===== src/rtl/regfile_wb_pkg.sv =====
// regfile_wb_pkg
// Shared types and constants for the register-file writeback arbiter.
//   wb_req_t  : default-width {rd, data} writeback record
//   wb_src_e  : writeback source select (ALU result path / load-data path)
//   REG_ZERO  : index of the hard-wired zero register, never written
package regfile_wb_pkg;

    localparam int REG_W    = 5;
    localparam int DATA_W   = 32;
    localparam int REG_ZERO = 0;

    typedef struct packed {
        logic [REG_W-1:0]  rd;
        logic [DATA_W-1:0] data;
    } wb_req_t;

    typedef enum logic {
        SRC_ALU = 1'b0,
        SRC_LD  = 1'b1
    } wb_src_e;

endpackage


===== src/rtl/regfile_wb_arbiter_slot.sv =====
// wb_slot
// One-entry writeback holding buffer with a valid/ready handshake.
// Ports:
//   clk, rst_n            : clock, synchronous active-low reset
//   in_valid / in_ready   : request handshake from the producing stage
//   in_rd, in_data        : destination register and write data
//   grant                 : arbiter is draining this entry this cycle
//   full, slot_rd/data    : current buffer contents
//   fill, drain           : strobes for an entry being written / granted
//   full_next             : buffer occupancy after the coming edge
module wb_slot #(
    parameter int DATA_WIDTH     = 32,
    parameter int REG_DATA_WIDTH = 5
) (
    input  logic                      clk,
    input  logic                      rst_n,
    input  logic                      in_valid,
    output logic                      in_ready,
    input  logic [REG_DATA_WIDTH-1:0] in_rd,
    input  logic [DATA_WIDTH-1:0]     in_data,
    input  logic                      grant,
    output logic                      full,
    output logic [REG_DATA_WIDTH-1:0] slot_rd,
    output logic [DATA_WIDTH-1:0]     slot_data,
    output logic                      fill,
    output logic                      drain,
    output logic                      full_next
);
    import regfile_wb_pkg::*;

    logic                      full_q, full_d;
    logic [REG_DATA_WIDTH-1:0] rd_q, rd_d;
    logic [DATA_WIDTH-1:0]     data_q, data_d;

    // A full buffer being granted can take a new entry in the same cycle.
    // Writes to x0 complete the handshake but are dropped here so they
    // never reach the arbiter or the pending mask.
    always_comb begin
        in_ready = !full_q || grant;
        fill     = in_valid && in_ready && (in_rd != REG_DATA_WIDTH'(REG_ZERO));
        drain    = full_q && grant;
        full_d   = full_q;
        rd_d     = rd_q;
        data_d   = data_q;
        if (drain) begin
            full_d = 1'b0;
        end
        if (fill) begin
            full_d = 1'b1;
            rd_d   = in_rd;
            data_d = in_data;
        end
    end

    always_ff @(posedge clk) begin
        if (!rst_n) begin
            full_q <= 1'b0;
            rd_q   <= '0;
            data_q <= '0;
        end else begin
            full_q <= full_d;
            rd_q   <= rd_d;
            data_q <= data_d;
        end
    end

    assign full      = full_q;
    assign slot_rd   = rd_q;
    assign slot_data = data_q;
    assign full_next = full_d;

endmodule


===== src/rtl/regfile_wb_arbiter.sv =====
// regfile_wb_arbiter
// Shares the register file's single write port between the ALU result path
// and the load-data path. Each source has a one-entry buffer; the arbiter
// picks round-robin between different destinations and oldest-first for the
// same destination, and drives the write port from registers.
// Ports:
//   clk, rst_n                       : clock, synchronous active-low reset
//   alu_valid/ready, alu_rd/data     : ALU writeback request
//   ld_valid/ready, ld_rd/data       : load writeback request
//   RegWrite, rd, ALUout             : register file WE3 / A3 / WD3
//   pending                          : registers with accepted, uncommitted writes
module regfile_wb_arbiter #(
    parameter int DATA_WIDTH     = 32,
    parameter int REG_DATA_WIDTH = 5
) (
    input  logic                           clk,
    input  logic                           rst_n,
    input  logic                           alu_valid,
    output logic                           alu_ready,
    input  logic [REG_DATA_WIDTH-1:0]      alu_rd,
    input  logic [DATA_WIDTH-1:0]          alu_data,
    input  logic                           ld_valid,
    output logic                           ld_ready,
    input  logic [REG_DATA_WIDTH-1:0]      ld_rd,
    input  logic [DATA_WIDTH-1:0]          ld_data,
    output logic                           RegWrite,
    output logic [REG_DATA_WIDTH-1:0]      rd,
    output logic [DATA_WIDTH-1:0]          ALUout,
    output logic [2**REG_DATA_WIDTH-1:0]   pending
);
    import regfile_wb_pkg::*;

    localparam int NUM_REGS = 2**REG_DATA_WIDTH;

    logic                      alu_full, alu_fill, alu_drain, alu_full_next;
    logic [REG_DATA_WIDTH-1:0] alu_slot_rd;
    logic [DATA_WIDTH-1:0]     alu_slot_data;
    logic                      ld_full, ld_fill, ld_drain, ld_full_next;
    logic [REG_DATA_WIDTH-1:0] ld_slot_rd;
    logic [DATA_WIDTH-1:0]     ld_slot_data;

    logic    any_grant, contended, alu_grant, ld_grant;
    wb_src_e grant_src;

    // rr_alu_q = 1: ALU wins the next contended grant.
    // ld_older_q = 1: the load entry was accepted first.
    logic                      rr_alu_q, rr_alu_d;
    logic                      ld_older_q, ld_older_d;
    logic                      reg_write_q, reg_write_d;
    logic [REG_DATA_WIDTH-1:0] wr_rd_q, wr_rd_d;
    logic [DATA_WIDTH-1:0]     wr_data_q, wr_data_d;
    logic [NUM_REGS-1:0]       pending_c;

    wb_slot #(
        .DATA_WIDTH     (DATA_WIDTH),
        .REG_DATA_WIDTH (REG_DATA_WIDTH)
    ) u_alu_slot (
        .clk       (clk),
        .rst_n     (rst_n),
        .in_valid  (alu_valid),
        .in_ready  (alu_ready),
        .in_rd     (alu_rd),
        .in_data   (alu_data),
        .grant     (alu_grant),
        .full      (alu_full),
        .slot_rd   (alu_slot_rd),
        .slot_data (alu_slot_data),
        .fill      (alu_fill),
        .drain     (alu_drain),
        .full_next (alu_full_next)
    );

    wb_slot #(
        .DATA_WIDTH     (DATA_WIDTH),
        .REG_DATA_WIDTH (REG_DATA_WIDTH)
    ) u_ld_slot (
        .clk       (clk),
        .rst_n     (rst_n),
        .in_valid  (ld_valid),
        .in_ready  (ld_ready),
        .in_rd     (ld_rd),
        .in_data   (ld_data),
        .grant     (ld_grant),
        .full      (ld_full),
        .slot_rd   (ld_slot_rd),
        .slot_data (ld_slot_data),
        .fill      (ld_fill),
        .drain     (ld_drain),
        .full_next (ld_full_next)
    );

    // Same destination must commit in acceptance order, so age beats the
    // round-robin pointer there; only different destinations consume rr.
    always_comb begin
        any_grant = 1'b0;
        contended = 1'b0;
        grant_src = SRC_ALU;
        if (alu_full && ld_full) begin
            any_grant = 1'b1;
            if (alu_slot_rd == ld_slot_rd) begin
                grant_src = ld_older_q ? SRC_LD : SRC_ALU;
            end else begin
                contended = 1'b1;
                grant_src = rr_alu_q ? SRC_ALU : SRC_LD;
            end
        end else if (alu_full) begin
            any_grant = 1'b1;
            grant_src = SRC_ALU;
        end else if (ld_full) begin
            any_grant = 1'b1;
            grant_src = SRC_LD;
        end
        alu_grant = any_grant && (grant_src == SRC_ALU);
        ld_grant  = any_grant && (grant_src == SRC_LD);
        rr_alu_d  = contended ? !rr_alu_q : rr_alu_q;
    end

    // The age flag only matters while both buffers are full; otherwise it
    // simply tracks whichever entry will be left on its own.
    always_comb begin
        ld_older_d = ld_older_q;
        if (alu_fill && ld_fill) begin
            ld_older_d = 1'b1;
        end else if (alu_fill && ld_full && !ld_drain) begin
            ld_older_d = 1'b1;
        end else if (ld_fill && alu_full && !alu_drain) begin
            ld_older_d = 1'b0;
        end else if (alu_full_next && !ld_full_next) begin
            ld_older_d = 1'b0;
        end else if (ld_full_next && !alu_full_next) begin
            ld_older_d = 1'b1;
        end
    end

    // Write port register: address/data hold when idle, only WE drops.
    always_comb begin
        reg_write_d = any_grant;
        wr_rd_d     = wr_rd_q;
        wr_data_d   = wr_data_q;
        if (any_grant) begin
            wr_rd_d   = (grant_src == SRC_ALU) ? alu_slot_rd   : ld_slot_rd;
            wr_data_d = (grant_src == SRC_ALU) ? alu_slot_data : ld_slot_data;
        end
    end

    always_ff @(posedge clk) begin
        if (!rst_n) begin
            rr_alu_q    <= 1'b1;
            ld_older_q  <= 1'b1;
            reg_write_q <= 1'b0;
            wr_rd_q     <= '0;
            wr_data_q   <= '0;
        end else begin
            rr_alu_q    <= rr_alu_d;
            ld_older_q  <= ld_older_d;
            reg_write_q <= reg_write_d;
            wr_rd_q     <= wr_rd_d;
            wr_data_q   <= wr_data_d;
        end
    end

    // A write stays pending until it has been presented on the write port.
    always_comb begin
        pending_c = '0;
        if (alu_full) begin
            pending_c[alu_slot_rd] = 1'b1;
        end
        if (ld_full) begin
            pending_c[ld_slot_rd] = 1'b1;
        end
        if (reg_write_q) begin
            pending_c[wr_rd_q] = 1'b1;
        end
        pending_c[REG_ZERO] = 1'b0;
    end

    assign RegWrite = reg_write_q;
    assign rd       = wr_rd_q;
    assign ALUout   = wr_data_q;
    assign pending  = pending_c;

endmodule


===== config.mk =====
export PLATFORM = sky130hd
export DESIGN_NAME = regfile_wb_arbiter
export DESIGN_NICKNAME = d
export VERILOG_FILES = /design/src/rtl/regfile_wb_pkg.sv /design/src/rtl/regfile_wb_arbiter_slot.sv /design/src/rtl/regfile_wb_arbiter.sv
export SDC_FILE = /design/constraint.sdc
export NUM_CORES = 1
export LEC_CHECK = 0
export CAP_MARGIN = 20
export CORE_ASPECT_RATIO = 0.5
export CORE_MARGIN = 2
export CORE_UTILIZATION = 53
export CTS_CLUSTER_SIZE = 30
export DETAILED_ROUTE_END_ITERATION = 10
export PLACE_DENSITY = 0.88
export SYNTH_ARGS = -nofsm -noshare
export SYNTH_HDL_FRONTEND = slang
export SYNTH_SLANG_ARGS = --single-unit

===== constraint.sdc =====
create_clock -name clk -period 2.9 [get_ports clk]
set_input_delay 0.58 -clock clk [delete_from_list [all_inputs] [get_ports clk]]
set_output_delay 0.58 -clock clk [all_outputs]
set_load 0.02 [all_outputs]

==> impl_summary.txt <==
----------------------------------------------------
[Status]
  Outcome ... finished clean

[Power and ir drop]
  Cell internal power dissipation ... 3.670 mW
  Net switching component of the power ... 1.267 mW
  Leakage ... 3.317 nW
  Sw frac ... 25.67%
  Power, Total ... 4.937 mW
  Portion of total power attributed to combinational logic ... 16.4%
  Sequential Power Share ... 37.0%
  Power density over the cells ... 621.8 nW/µm²
  Clock power share ... 46.6%
  Worst ir drop on vdd ... 0.4834 mV

[Timing]
  RSZ-0062 raised after global routing ... false
  Worst Slack Setup Final ... 0.07469 ns
  Setup TNS ... 0 ns
  Final Hold Fails ... 0
  Final min period ... 2.825 ns
  Relative max-transition margin ... 41.49%
  Setup clock skew after layout ... 0.009752 ns
  Hold slack ... 0.4573 ns
  Peak Freq ... 353.9 MHz
  Total of endpoints with negative setup slack in the final report ... 0
  Final count of pins violating max slew ... 0
  Final clock period utilization by the worst path ... 97.42%
  Least-Margin Pin Slew ... 0.8776 ns

[Logic synthesis]
  Synthesized-area fraction occupied by and/or/nand/nor cells ... 20.65%
  Main combinational cell family by area after synthesis ... simple AND/OR/NAND/NOR gates
  Top flip-flop cell by instance count after synthesis ... dfxtp_1
  Syn Inst Count ... 656
  Parity-gate share of the synthesized area counting xor and xnor cells ... 0.1553%
  Number of library cell types mapped by synthesis ... 46
  Fraction of the mapped netlist area in compound gates ... 20.23%
  Count of warnings emitted by yosys ... 0
  Syn avg cell area ... 8.598 µm²
  Number of enable-type register cells in the synthesized netlist ... 0
  Register area share after synthesis ... 41.17%
  Register bit total from synthesis ... 116
  Post-synthesis adder-cell area fraction ... 0%
  Area of the mapped netlist ... 5640 µm²
  Number of nets produced by synthesis ... 734
  Ys async rst share ... 0%
  Fraction of synthesized area in multiplexers ... 12.42%

[Floorplan]
  Io pins ... 150
  Area of the placeable core ... 10280 µm²
  Initial Util ... 54.87%
  Total die area ... 11530 µm²
  Die X-Extent ... 149.9 µm
  Die Y-Extent ... 76.95 µm
  Count of standard-cell rows ... 26

[Global route]
  Total track usage ... 30.13%
  Via count of the first global-routing pass ... 5427
  Maximum number of pins on one net before global-route repair ... 61
  Remaining global-route overflow ... 0
  Global-route wire length before repair ... 27690 µm
  Number of antenna violations at the first check in global routing ... 0

[Cells and area]
  Fin util ... 77.24%
  Number of nets in the final layout ... 865
  Area of combinational cells with multiple inputs ... 3075 µm²
  Most used cells in the layout excluding fill and tap cells ... nand2_1, clkdlybuf4s50_1, dfxtp_1
  Most common cell after layout, fill and taps aside ... nand2_1
  Proportion of layout cells with a drive suffix above 1 ... 14.25%
  Combined flip-flop and latch cell area ... 2331 µm²
  Number of inserted diodes ... 0
  Area of all placed cells without fillers ... 7940 µm²
  Filler cells ... 687
  Area overhead of the layout relative to synthesis ... 40.77%
  Final Non-Filler Cells ... 940

[Placement]
  # port buffers ... 148
  Gp weighted congestion ... 0.9223
  Place WS ... 0.2472 ns
  Placed cell area ... 7237 µm²
  Dpl hpwl ... 10470 µm
  Cell Count Post-Placement ... 908

[Critical path]
  Arrival time at the worst endpoint ... 2.25 ns
  Buf+Inv Stages, Crit Path ... 1
  Worst setup SP type ... flip-flop
  Type of the worst setup path ... flip-flop to output port
  Critical Path Slowest Stage Cell ... or4_4
  Critical Path, Cell by Cell ... or2b_1 -> o2111ai_2 -> or4_4 -> and2_1 -> dlygate4sd2_1
  Top Family by Delay on Critical Path ... simple AND/OR/NAND/NOR gates
  Critical path fanouts, max ... 8
  Required time of the critical path ... 2.32 ns
  Delay of the slowest critical-path stage ... 0.56 ns
  Critical Path End Type ... output port

[Clock tree]
  Clock tree from TritonCTS ... yes
  Number of H-tree levels ... 4
  Largest buffer count on any clock path ... 2
  Clock tree sinks ... 116
  CTS buffer count ... 17
  Clock Pin Slew Worst Setup and Hold Paths ... 0.05 ns
  Clock insertion delay at the later pin of the skew report ... 0.42 ns
  Cell at the root of the clock tree ... clkbuf_16

[Detailed routing]
  Count of nets left with antenna violations after detail routing ... 0
  First-pass iteration count of the detailed router ... 8
  DRC errors left ... 0
  Total number of vias ... 5561
  Initial DRC Count ... 489
  Number of vias per cell after detailed routing ... 5.916
  Total Wirelength ... 17210 µm
  Routed length per instance ... 18.31 µm

[Worst hold path]
  Tightest Hold Check Type ... flip-flop to flip-flop

[Run]
  Number of maximum-capacitance constraint violations ... 0

----------------------------------------------------
[power by group through the flow]
stage	Sequential, mW	Combinational, mW	Clock, mW
floorplan	1.88	0.414	0
global placement	1.84	0.767	0
detailed placement	1.85	0.782	0
CTS	1.82	0.798	2.30
global route	1.84	0.862	2.38
finish	1.83	0.810	2.30
[kinds of logic after synthesis]
kind of cell,Yosys count
AOI/OAI and AO/OA,129
xor gates and xnor gates,1
buffers and inverters,64
DFF,116
muxes,70
other,1
and+or+nand+nor,275
[cell type report]
cell class / count / share of cell area [%]
clock inverter: 8 / 1.828
multi-input combinational: 476 / 38.73
inverter: 10 / 0.4727
tap: 140 / 2.206
sequential: 116 / 29.36
timing repair buffer: 166 / 21.08
clock buffer: 24 / 6.319
[worst paths after layout]
check | from | to | slack (ns) | depth (start not counted)
worst max-delay path | u_ld_slot.slot_rd[2] | alu_ready | 0.07 | 5
worst min-delay path | u_alu_slot.slot_data[6] | u_alu_slot.slot_data[6] | 0.46 | 2
worst max register to register | u_ld_slot.slot_rd[2] | ALUout[30] | 0.72 | 6
worst min register to register | u_alu_slot.slot_data[6] | u_alu_slot.slot_data[6] | 0.46 | 2
[layer usage]
layer	global-route usage [%]	part of all wire, %	vias to the layer above
met5	0	0	-
met4	14.06	3.1	0
met3	6.190	6.9	50
met2	51.69	49	311
met1	36.30	41	2617
li1	-	-	2583
[state kept, by name, summed over array words and instances, names as in the netlist]
signal,count
ALUout,32
u_alu_slot.slot_data,32
u_ld_slot.slot_data,32
rd,5
u_alu_slot.slot_rd,5
u_ld_slot.slot_rd,5
RegWrite,1
ld_older_q,1
rr_alu_q,1
u_alu_slot.full,1
u_ld_slot.full,1
[tightest hold or removal path, stage by stage (launching register included)]
cell	delay, ns
dfxtp_1	0.31
nand2_1	0.05
mux2i_1	0.05
[synth_stat cells, drive strengths merged, types with 3 or more instances]
| library cell | number | share of area [%] |
|---|---|---|
| o22ai | 5 | 0.55 |
| mux2i | 70 | 12 |
| o31ai | 3 | 0.64 |
| buf | 16 | 2.1 |
| nand2 | 215 | 14 |
| and3b | 4 | 0.62 |
| a21boi | 4 | 0.53 |
| nor3 | 10 | 0.89 |
| nor3b | 8 | 1.1 |
| clkbuf | 38 | 2.5 |
| a22oi | 28 | 3.7 |
| and3 | 7 | 0.78 |
| o221a | 37 | 7.4 |
| dfxtp | 116 | 41 |
| a222oi | 3 | 0.53 |
| o21a | 36 | 4.8 |
| nand3 | 5 | 0.44 |
| a31oi | 3 | 0.33 |
| nor2 | 14 | 0.93 |
| inv | 10 | 0.67 |
[timing repair]
item,CTS,global route
buffers inserted,0,0
endpoints found under the setup margin,11,30
hold buffers,0,0
gates resized for setup,6,16
No activity file was read; power rests on OpenSTA's default activity.
